[config.mk]
export PLATFORM = sky130hd
export DESIGN_NAME = buscaminas_control_flat
export DESIGN_NICKNAME = d
export VERILOG_FILES = /design/src/rtl/buscaminas_pkg.sv /design/src/rtl/buscaminas_control_if.sv /design/src/rtl/buscaminas_control_contador_vecinos.sv /design/src/rtl/buscaminas_control.sv /design/src/flat_wrapper.sv
export SDC_FILE = /design/constraint.sdc
export NUM_CORES = 2
export LEC_CHECK = 0
export BUFFER_PORTS_ARGS = -buffer_cell sky130_fd_sc_hd__buf_2
export CAP_MARGIN = 10
export CORE_ASPECT_RATIO = 0.8
export CORE_MARGIN = 10
export CORE_UTILIZATION = 60
export CTS_CLUSTER_SIZE = 24
export DETAILED_ROUTE_END_ITERATION = 8
export PLACE_DENSITY_LB_ADDON = 0.25
export SYNTH_ARGS = -nofsm -noshare
export SYNTH_HDL_FRONTEND = slang
export SYNTH_SLANG_ARGS = --single-unit
[constraint.sdc]
create_clock -name clk -period 9.9 [get_ports clk]
set_input_delay 1.98 -clock clk [delete_from_list [all_inputs] [get_ports clk]]
set_output_delay 1.98 -clock clk [all_outputs]
set_load 0.005 [all_outputs]
[src/rtl/buscaminas_pkg.sv]
// Shared definitions for the minesweeper game sequencer.
// Holds the board geometry, the sequencer state encoding, the per-cell
// record layout and a small helper that clamps the requested mine count.
package buscaminas_pkg;

  localparam int ROWS  = 8;
  localparam int COLS  = 8;
  localparam int CELLS = 64;

  typedef enum logic [2:0] {
    IDLE  = 3'd0,
    CLEAR = 3'd1,
    PLACE = 3'd2,
    COUNT = 3'd3,
    PLAY  = 3'd4,
    WIN   = 3'd5,
    LOSE  = 3'd6
  } bm_state_t;

  typedef struct packed {
    logic       flag;
    logic       revealed;
    logic       mine;
    logic [3:0] count;
  } cell_t;

  // A game needs at least one mine, otherwise it could never be lost.
  function automatic logic [5:0] clip_target(input logic [5:0] req);
    logic [5:0] res;
    if (req == 6'd0) begin
      res = 6'd1;
    end else begin
      res = req;
    end
    return res;
  endfunction

endpackage

[src/rtl/buscaminas_control_if.sv]
// Valid/ready channel carrying random mine positions into the sequencer.
//   rnd_valid : source has a position available
//   rnd_pos   : cell index {row[2:0], col[2:0]}
//   rnd_ready : sequencer is accepting positions
interface buscaminas_control_if;
  logic       rnd_valid;
  logic [5:0] rnd_pos;
  logic       rnd_ready;

  modport master (output rnd_valid, output rnd_pos, input rnd_ready);
  modport slave  (input rnd_valid, input rnd_pos, output rnd_ready);
endinterface

[src/rtl/buscaminas_control_contador_vecinos.sv]
// Combinational neighbour counter.
//   minas  : one bit per cell, set where a mine sits
//   idx    : cell being evaluated {row[2:0], col[2:0]}
//   cuenta : number of mines among the up-to-8 neighbours (0..8)
// Neighbours outside the board are masked off rather than wrapped.
module contador_vecinos
  import buscaminas_pkg::*;
(
  input  logic [CELLS-1:0] minas,
  input  logic [5:0]       idx,
  output logic [3:0]       cuenta
);

  logic has_up_s;
  logic has_dn_s;
  logic has_lf_s;
  logic has_rt_s;
  logic [7:0] vec_s;

  assign has_up_s = (idx[5:3] != 3'd0);
  assign has_dn_s = (idx[5:3] != 3'd7);
  assign has_lf_s = (idx[2:0] != 3'd0);
  assign has_rt_s = (idx[2:0] != 3'd7);

  // Select each neighbour; the 6-bit index wraps but the edge masks hide that.
  always_comb begin
    vec_s[0] = has_up_s & has_lf_s & minas[idx - 6'd9];
    vec_s[1] = has_up_s            & minas[idx - 6'd8];
    vec_s[2] = has_up_s & has_rt_s & minas[idx - 6'd7];
    vec_s[3] = has_lf_s            & minas[idx - 6'd1];
    vec_s[4] = has_rt_s            & minas[idx + 6'd1];
    vec_s[5] = has_dn_s & has_lf_s & minas[idx + 6'd7];
    vec_s[6] = has_dn_s            & minas[idx + 6'd8];
    vec_s[7] = has_dn_s & has_rt_s & minas[idx + 6'd9];
  end

  // Population count of the selected neighbours.
  always_comb begin
    cuenta = 4'd0;
    for (int k = 0; k < 8; k++) begin
      cuenta = cuenta + {3'd0, vec_s[k]};
    end
  end

endmodule

[src/rtl/buscaminas_control.sv]
// Minesweeper game sequencer for an 8x8 board.
//   clk, reset          : clock and synchronous active-high reset
//   start               : begin a new game (wins over every other input)
//   entrada_bombas      : requested mine count, latched on start
//   rnd                 : valid/ready channel of random mine positions
//   btn_*               : debounced single-cycle play buttons
//   cell_rd_addr/_data  : combinational board read port for the display
//   cursor_row/_col     : cursor position
//   state               : sequencer state encoding
//   flags_placed        : number of flagged cells
//   game_over, win      : end-of-game indicators
module buscaminas_control
  import buscaminas_pkg::*;
#(
  parameter int ROWS = 8,
  parameter int COLS = 8
) (
  input  logic                 clk,
  input  logic                 reset,
  input  logic                 start,
  input  logic [5:0]           entrada_bombas,
  buscaminas_control_if.slave  rnd,
  input  logic                 btn_up,
  input  logic                 btn_down,
  input  logic                 btn_left,
  input  logic                 btn_right,
  input  logic                 btn_reveal,
  input  logic                 btn_flag,
  input  logic [5:0]           cell_rd_addr,
  output logic [6:0]           cell_rd_data,
  output logic [2:0]           cursor_row,
  output logic [2:0]           cursor_col,
  output logic [2:0]           state,
  output logic [6:0]           flags_placed,
  output logic                 game_over,
  output logic                 win
);

  localparam logic [2:0] LAST_ROW = 3'(ROWS - 1);
  localparam logic [2:0] LAST_COL = 3'(COLS - 1);

  bm_state_t  state_q, state_d;
  cell_t      board_q [CELLS];
  cell_t      board_d [CELLS];
  logic [5:0] idx_q, idx_d;
  logic [5:0] placed_q, placed_d;
  logic [5:0] target_q, target_d;
  logic [5:0] rev_cnt_q, rev_cnt_d;
  logic [6:0] flags_q, flags_d;
  logic [2:0] row_q, row_d;
  logic [2:0] col_q, col_d;
  logic       rnd_ready_q, rnd_ready_d;
  logic       game_over_q, game_over_d;
  logic       win_q, win_d;

  logic [CELLS-1:0] minas_s;
  logic [3:0]       cuenta_s;
  logic [5:0]       cur_s;

  assign cur_s = {row_q, col_q};

  // Flatten the mine bits for the neighbour counter.
  always_comb begin
    for (int i = 0; i < CELLS; i++) begin
      minas_s[i] = board_q[i].mine;
    end
  end

  contador_vecinos u_contador (
    .minas  (minas_s),
    .idx    (idx_q),
    .cuenta (cuenta_s)
  );

  // Next-state logic for the sequencer, board and counters.
  always_comb begin
    state_d   = state_q;
    board_d   = board_q;
    idx_d     = idx_q;
    placed_d  = placed_q;
    target_d  = target_q;
    rev_cnt_d = rev_cnt_q;
    flags_d   = flags_q;
    row_d     = row_q;
    col_d     = col_q;
    if (start) begin
      target_d  = clip_target(entrada_bombas);
      flags_d   = 7'd0;
      rev_cnt_d = 6'd0;
      placed_d  = 6'd0;
      idx_d     = 6'd0;
      state_d   = CLEAR;
    end else begin
      case (state_q)
        IDLE: begin
          state_d = IDLE;
        end
        CLEAR: begin
          board_d[idx_q] = '0;
          idx_d = idx_q + 6'd1;
          if (idx_q == 6'd63) begin
            state_d = PLACE;
          end else begin
            state_d = CLEAR;
          end
        end
        PLACE: begin
          // Duplicate positions are dropped without counting.
          if (rnd.rnd_valid && rnd_ready_q && !board_q[rnd.rnd_pos].mine) begin
            board_d[rnd.rnd_pos].mine = 1'b1;
            placed_d = placed_q + 6'd1;
          end else begin
            placed_d = placed_q;
          end
          if (placed_d == target_q) begin
            state_d = COUNT;
            idx_d   = 6'd0;
          end else begin
            state_d = PLACE;
          end
        end
        COUNT: begin
          board_d[idx_q].count = cuenta_s;
          idx_d = idx_q + 6'd1;
          if (idx_q == 6'd63) begin
            state_d = PLAY;
            row_d   = 3'd0;
            col_d   = 3'd0;
          end else begin
            state_d = COUNT;
          end
        end
        PLAY: begin
          if (btn_reveal) begin
            if (board_q[cur_s].flag || board_q[cur_s].revealed) begin
              state_d = PLAY;
            end else if (board_q[cur_s].mine) begin
              board_d[cur_s].revealed = 1'b1;
              state_d = LOSE;
            end else begin
              board_d[cur_s].revealed = 1'b1;
              rev_cnt_d = rev_cnt_q + 6'd1;
              // Won once every non-mine cell has been uncovered.
              if (({1'b0, rev_cnt_q} + 7'd1) == (7'd64 - {1'b0, target_q})) begin
                state_d = WIN;
              end else begin
                state_d = PLAY;
              end
            end
          end else if (btn_flag) begin
            if (board_q[cur_s].revealed) begin
              flags_d = flags_q;
            end else if (board_q[cur_s].flag) begin
              board_d[cur_s].flag = 1'b0;
              flags_d = flags_q - 7'd1;
            end else begin
              board_d[cur_s].flag = 1'b1;
              flags_d = flags_q + 7'd1;
            end
          end else if (btn_up) begin
            row_d = (row_q == 3'd0) ? row_q : row_q - 3'd1;
          end else if (btn_down) begin
            row_d = (row_q == LAST_ROW) ? row_q : row_q + 3'd1;
          end else if (btn_left) begin
            col_d = (col_q == 3'd0) ? col_q : col_q - 3'd1;
          end else if (btn_right) begin
            col_d = (col_q == LAST_COL) ? col_q : col_q + 3'd1;
          end else begin
            state_d = PLAY;
          end
        end
        WIN: begin
          state_d = WIN;
        end
        LOSE: begin
          state_d = LOSE;
        end
        default: begin
          state_d = IDLE;
        end
      endcase
    end
    // Status outputs follow the next state so they change on the same edge.
    rnd_ready_d = (state_d == PLACE);
    game_over_d = (state_d == WIN) || (state_d == LOSE);
    win_d       = (state_d == WIN);
  end

  // State and board registers with synchronous reset.
  always_ff @(posedge clk) begin
    if (reset) begin
      state_q     <= IDLE;
      for (int i = 0; i < CELLS; i++) begin
        board_q[i] <= '0;
      end
      idx_q       <= 6'd0;
      placed_q    <= 6'd0;
      target_q    <= 6'd1;
      rev_cnt_q   <= 6'd0;
      flags_q     <= 7'd0;
      row_q       <= 3'd0;
      col_q       <= 3'd0;
      rnd_ready_q <= 1'b0;
      game_over_q <= 1'b0;
      win_q       <= 1'b0;
    end else begin
      state_q     <= state_d;
      board_q     <= board_d;
      idx_q       <= idx_d;
      placed_q    <= placed_d;
      target_q    <= target_d;
      rev_cnt_q   <= rev_cnt_d;
      flags_q     <= flags_d;
      row_q       <= row_d;
      col_q       <= col_d;
      rnd_ready_q <= rnd_ready_d;
      game_over_q <= game_over_d;
      win_q       <= win_d;
    end
  end

  assign rnd.rnd_ready = rnd_ready_q;
  assign cell_rd_data  = board_q[cell_rd_addr];
  assign cursor_row    = row_q;
  assign cursor_col    = col_q;
  assign state         = state_q;
  assign flags_placed  = flags_q;
  assign game_over     = game_over_q;
  assign win           = win_q;

endmodule

[src/flat_wrapper.sv]
// flat-port wrapper written by rule: the top's interface ports become plain ports
module buscaminas_control_flat import buscaminas_pkg::*;
#(
  parameter int ROWS = 8,
  parameter int COLS = 8
)
  (clk, reset, start, entrada_bombas, btn_up, btn_down, btn_left, btn_right, btn_reveal, btn_flag, cell_rd_addr, cell_rd_data, cursor_row, cursor_col, state, flags_placed, game_over, win, rnd_rnd_valid, rnd_rnd_pos, rnd_rnd_ready);
  buscaminas_control_if rnd_i ();
  input  logic clk;
  input  logic reset;
  input  logic start;
  input  logic [5:0] entrada_bombas;
  input  logic btn_up;
  input  logic btn_down;
  input  logic btn_left;
  input  logic btn_right;
  input  logic btn_reveal;
  input  logic btn_flag;
  input  logic [5:0] cell_rd_addr;
  output logic [6:0] cell_rd_data;
  output logic [2:0] cursor_row;
  output logic [2:0] cursor_col;
  output logic [2:0] state;
  output logic [6:0] flags_placed;
  output logic game_over;
  output logic win;
  input wire logic [$bits(rnd_i.rnd_valid)-1:0] rnd_rnd_valid;
  input wire logic [$bits(rnd_i.rnd_pos)-1:0] rnd_rnd_pos;
  output wire logic [$bits(rnd_i.rnd_ready)-1:0] rnd_rnd_ready;
  assign rnd_i.rnd_valid = rnd_rnd_valid;
  assign rnd_i.rnd_pos = rnd_rnd_pos;
  assign rnd_rnd_ready = rnd_i.rnd_ready;
  buscaminas_control #(.ROWS(ROWS), .COLS(COLS)) u_core (.clk(clk), .reset(reset), .start(start), .entrada_bombas(entrada_bombas), .rnd(rnd_i), .btn_up(btn_up), .btn_down(btn_down), .btn_left(btn_left), .btn_right(btn_right), .btn_reveal(btn_reveal), .btn_flag(btn_flag), .cell_rd_addr(cell_rd_addr), .cell_rd_data(cell_rd_data), .cursor_row(cursor_row), .cursor_col(cursor_col), .state(state), .flags_placed(flags_placed), .game_over(game_over), .win(win));
endmodule
==> results_dict.tcl <==
set metrics [dict create \
    grt_pass1_wl_mm 157 \
    crit_start "u_core.idx_q[0]$_SDFFE_PP0P_" \
    die_w_um 261 \
    crit_end "u_core.board_q[399]$_SDFFE_PP0P_" \
    cts.sinks 491 \
    cts_tree "yes" \
    fin_cells 3360 \
    worstMarginPinSlew_ps 1450 \
    yosys_warnings 0 \
    insertion_delay_ps 630 \
    yosys.cell_types.count 88 \
    hpwl_mm 70.7 \
    synth_flop_cell "dfxtp_1" \
    drive_gt1_share_pct 15.9 \
    crit_path_max_fanout 36 \
    grtUsageTotal_pct 37.0 \
    gp_congestion 1.08 \
    ys_seq_area_share_pct 35.3 \
    design_area_um2 29700 \
    die_y_um 213 \
    cp.required_ps 10460 \
    grt_max_degree 90 \
    fin_nets 2769 \
    avgSynthCellArea_um2 9.94 \
    dieArea_um2 55500 \
    drcViolationCount 0 \
    fin_crit_sh_pct 78.4 \
    p_total_mw 4.09 \
    htreeDepth 2 \
    root_buffer "clkbuf_16" \
    first_global_vias 24300 \
    tns_ps 0 \
    dr.pass1.iters 7 \
    synthesis.nets 2861 \
    min_period_ps 7760 \
    rrSetupSlack_ps 2140 \
    cap_violations 0 \
    place_inst 3274 \
    io_buffers 53 \
    cts_made_buffers 49 \
    status "completed" \
    netlist_area_um2 27900 \
    synth_top_cell_area_share_pct 35.3 \
    ys_ff_latch 491 \
    vias 25700 \
    critical_path_class "flip-flop to flip-flop" \
    fmax_mhz 129 \
    crit-reg2reg-launch "u_core.idx_q[0]$_SDFFE_PP0P_" \
    grt-ovfl-total 0 \
    cts_hold_buf 0 \
    setup_violations 0 \
    clk_pin_slew_ps 60 \
    core_um2 45800 \
    synthMostInstantiatedCell "dfxtp_1" \
    synth_cells 2805 \
    clockBufferDepth 3 \
    drv_slew 0 \
    ant_nets 0 \
    holdCritStartpoint "u_core.board_q[240]$_SDFFE_PP0P_" \
    place_area_um2 28200 \
    start_util_pct 60.9 \
    wl_per_cell_um 31.2 \
    synth_edf_count 0 \
    avgViaCountPerCell 7.66 \
    rsz0062_at_grt "no" \
    multi_input_area_um2 16800 \
    yosys.area.top_type "dfxtp_1" \
    final_hold_viol_count 0 \
    start_kind "flip-flop" \
    drtIter0Drc 4349 \
    skew_ps 30.2 \
    peakVddDrop_uv 161 \
    critPathCaptureType "flip-flop" \
    grt_antenna_before_repair 2 \
    syn2layout_area_growth_pct 6.70 \
    worstRegToRegCells 16 \
    cts_resized 0 \
    drt-total-wl_mm 105 \
    power_density_nw_per_um2 138 \
    p_leak_nw 9.79 \
    crit_arrival_ps 8320 \
    boundaryPins 54 \
    register_area_um2 9840 \
    ys_async_sr_fraction_pct 0 \
    synth_common_cells "dfxtp_1, nor2_1, o21ai_0, nand2_1, a22o_1" \
    rows 70 \
    nFillCells 3630 \
    post_cts_buffers 0 \
    ys_top_cells_by_area "dfxtp_1, mux4_2, a22o_1" \
    max-slew-margin-rel_pct 2.38 \
    hold_class "flip-flop to flip-flop" \
    reg2reg_to "u_core.board_q[399]$_SDFFE_PP0P_" \
]
## sequential cells by signal (all words and copies together), names as in the netlist, 6 cells and up
name / cells
u_core.idx_q: 6
u_core.board_q: 448
u_core.placed_q: 6
u_core.target_q: 6
u_core.flags_placed: 7
u_core.rev_cnt_q: 6
## worst max-delay path, cell delays in order, from the launching register on
cell	delay (ps)
dfxtp_2	660
buf_4	490
inv_2	190
ha_1	870
mux4_2	610
mux2_2	300
mux4_2	450
or3_1	330
fa_1	510
fa_1	530
fa_1	520
inv_1	50
ha_1	310
nand2_1	150
nor4_4	910
buf_4	550
a22o_1	230
## cell families (layout without fill, tap and decap cells)
kind of cell | after synthesis | count (layout) | synth area share, %
AND/OR/NAND/NOR | 675 | 675 | 11.4
buffers and inverters | 281 | 223 | 4.69
AO/OA/AOI/OAI | 903 | 903 | 23.2
other | 0 | 1 | 0
XOR/XNOR | 50 | 50 | 1.57
multiplexers | 377 | 377 | 22.4
flip-flops | 491 | 491 | 35.3
adder cells (fa/ha/maj) | 28 | 28 | 1.45
## power breakdown
group	leakage, nW	internal [mW]	switching [mW]
logic	5.08	0.0657	0.170
registers	3.96	1.98	0.00544
clock network	0.760	1.04	0.835
total	9.79	3.08	1.01
## layer usage
metal	routed length (µm)	global-route usage (%)	part of all wire (%)	up-vias
met4	4570	15.4	4.4	2
met2	42700	51.1	41	2147
met5	12	0	0.011	-
met1	40100	50.4	38	12500
met3	17300	14.7	17	358
li1	-	-	-	10700
## how the worst min path moves through the flow
stage | slack [ps] | cells past startpoint | to
3_5_place_dp | 450 | 1 | u_core.board_q[191]$_SDFFE_PP0P_
2_1_floorplan | 430 | 2 | u_core.board_q[208]$_SDFFE_PP0P_
4_1_cts | 470 | 1 | u_core.board_q[430]$_SDFFE_PP0P_
3_3_place_gp | 450 | 2 | u_core.board_q[201]$_SDFFE_PP0P_
5_1_grt | 480 | 1 | u_core.board_q[175]$_SDFFE_PP0P_
6_report | 470 | 1 | u_core.board_q[240]$_SDFFE_PP0P_
## metrics by stage
step	utilization, %	hold WS [ps]	worst slack (ps)
global route	64.9	483	1800
finish	64.9	470	2140
global placement	61.5	445	2410
CTS	64.9	472	2200
detailed placement	61.5	450	2230
floorplan	-	433	3170
## placed cells by master, fill, tap and decap left out, drive strengths merged, types with 11 or more instances in the layout
master,count
nor2b,11
mux2i,160
xor2,16
mux4,196
nor3b,12
buf,101
o211ai,11
o31ai,30
nand2b,25
o311ai,57
a211oi,13
nor2,231
nor4,15
dfxtp,491
clkbuf,76
and3,19
mux2,21
ha,21
o32ai,11
a22oi,33
nand4,15
xnor2,34
a31oi,16
inv,33
a32o,55
a22o,218
nor3,24
nand2,223
o21ai,231
nand3,57
a21oi,143
o22ai,14
## final cells by class
cell class                      instances  area share [%]
Multi-Input combinational cell       2033            56.4
Antenna cell                            1         0.00841
Tap cell                              612            2.57
Clock inverter                          9           0.353
Sequential cell                       491            33.1
Timing Repair Buffer                  101            2.18
Inverter                               37           0.471
Clock buffer                           76            4.90
(Power assumes the default switching activity.)
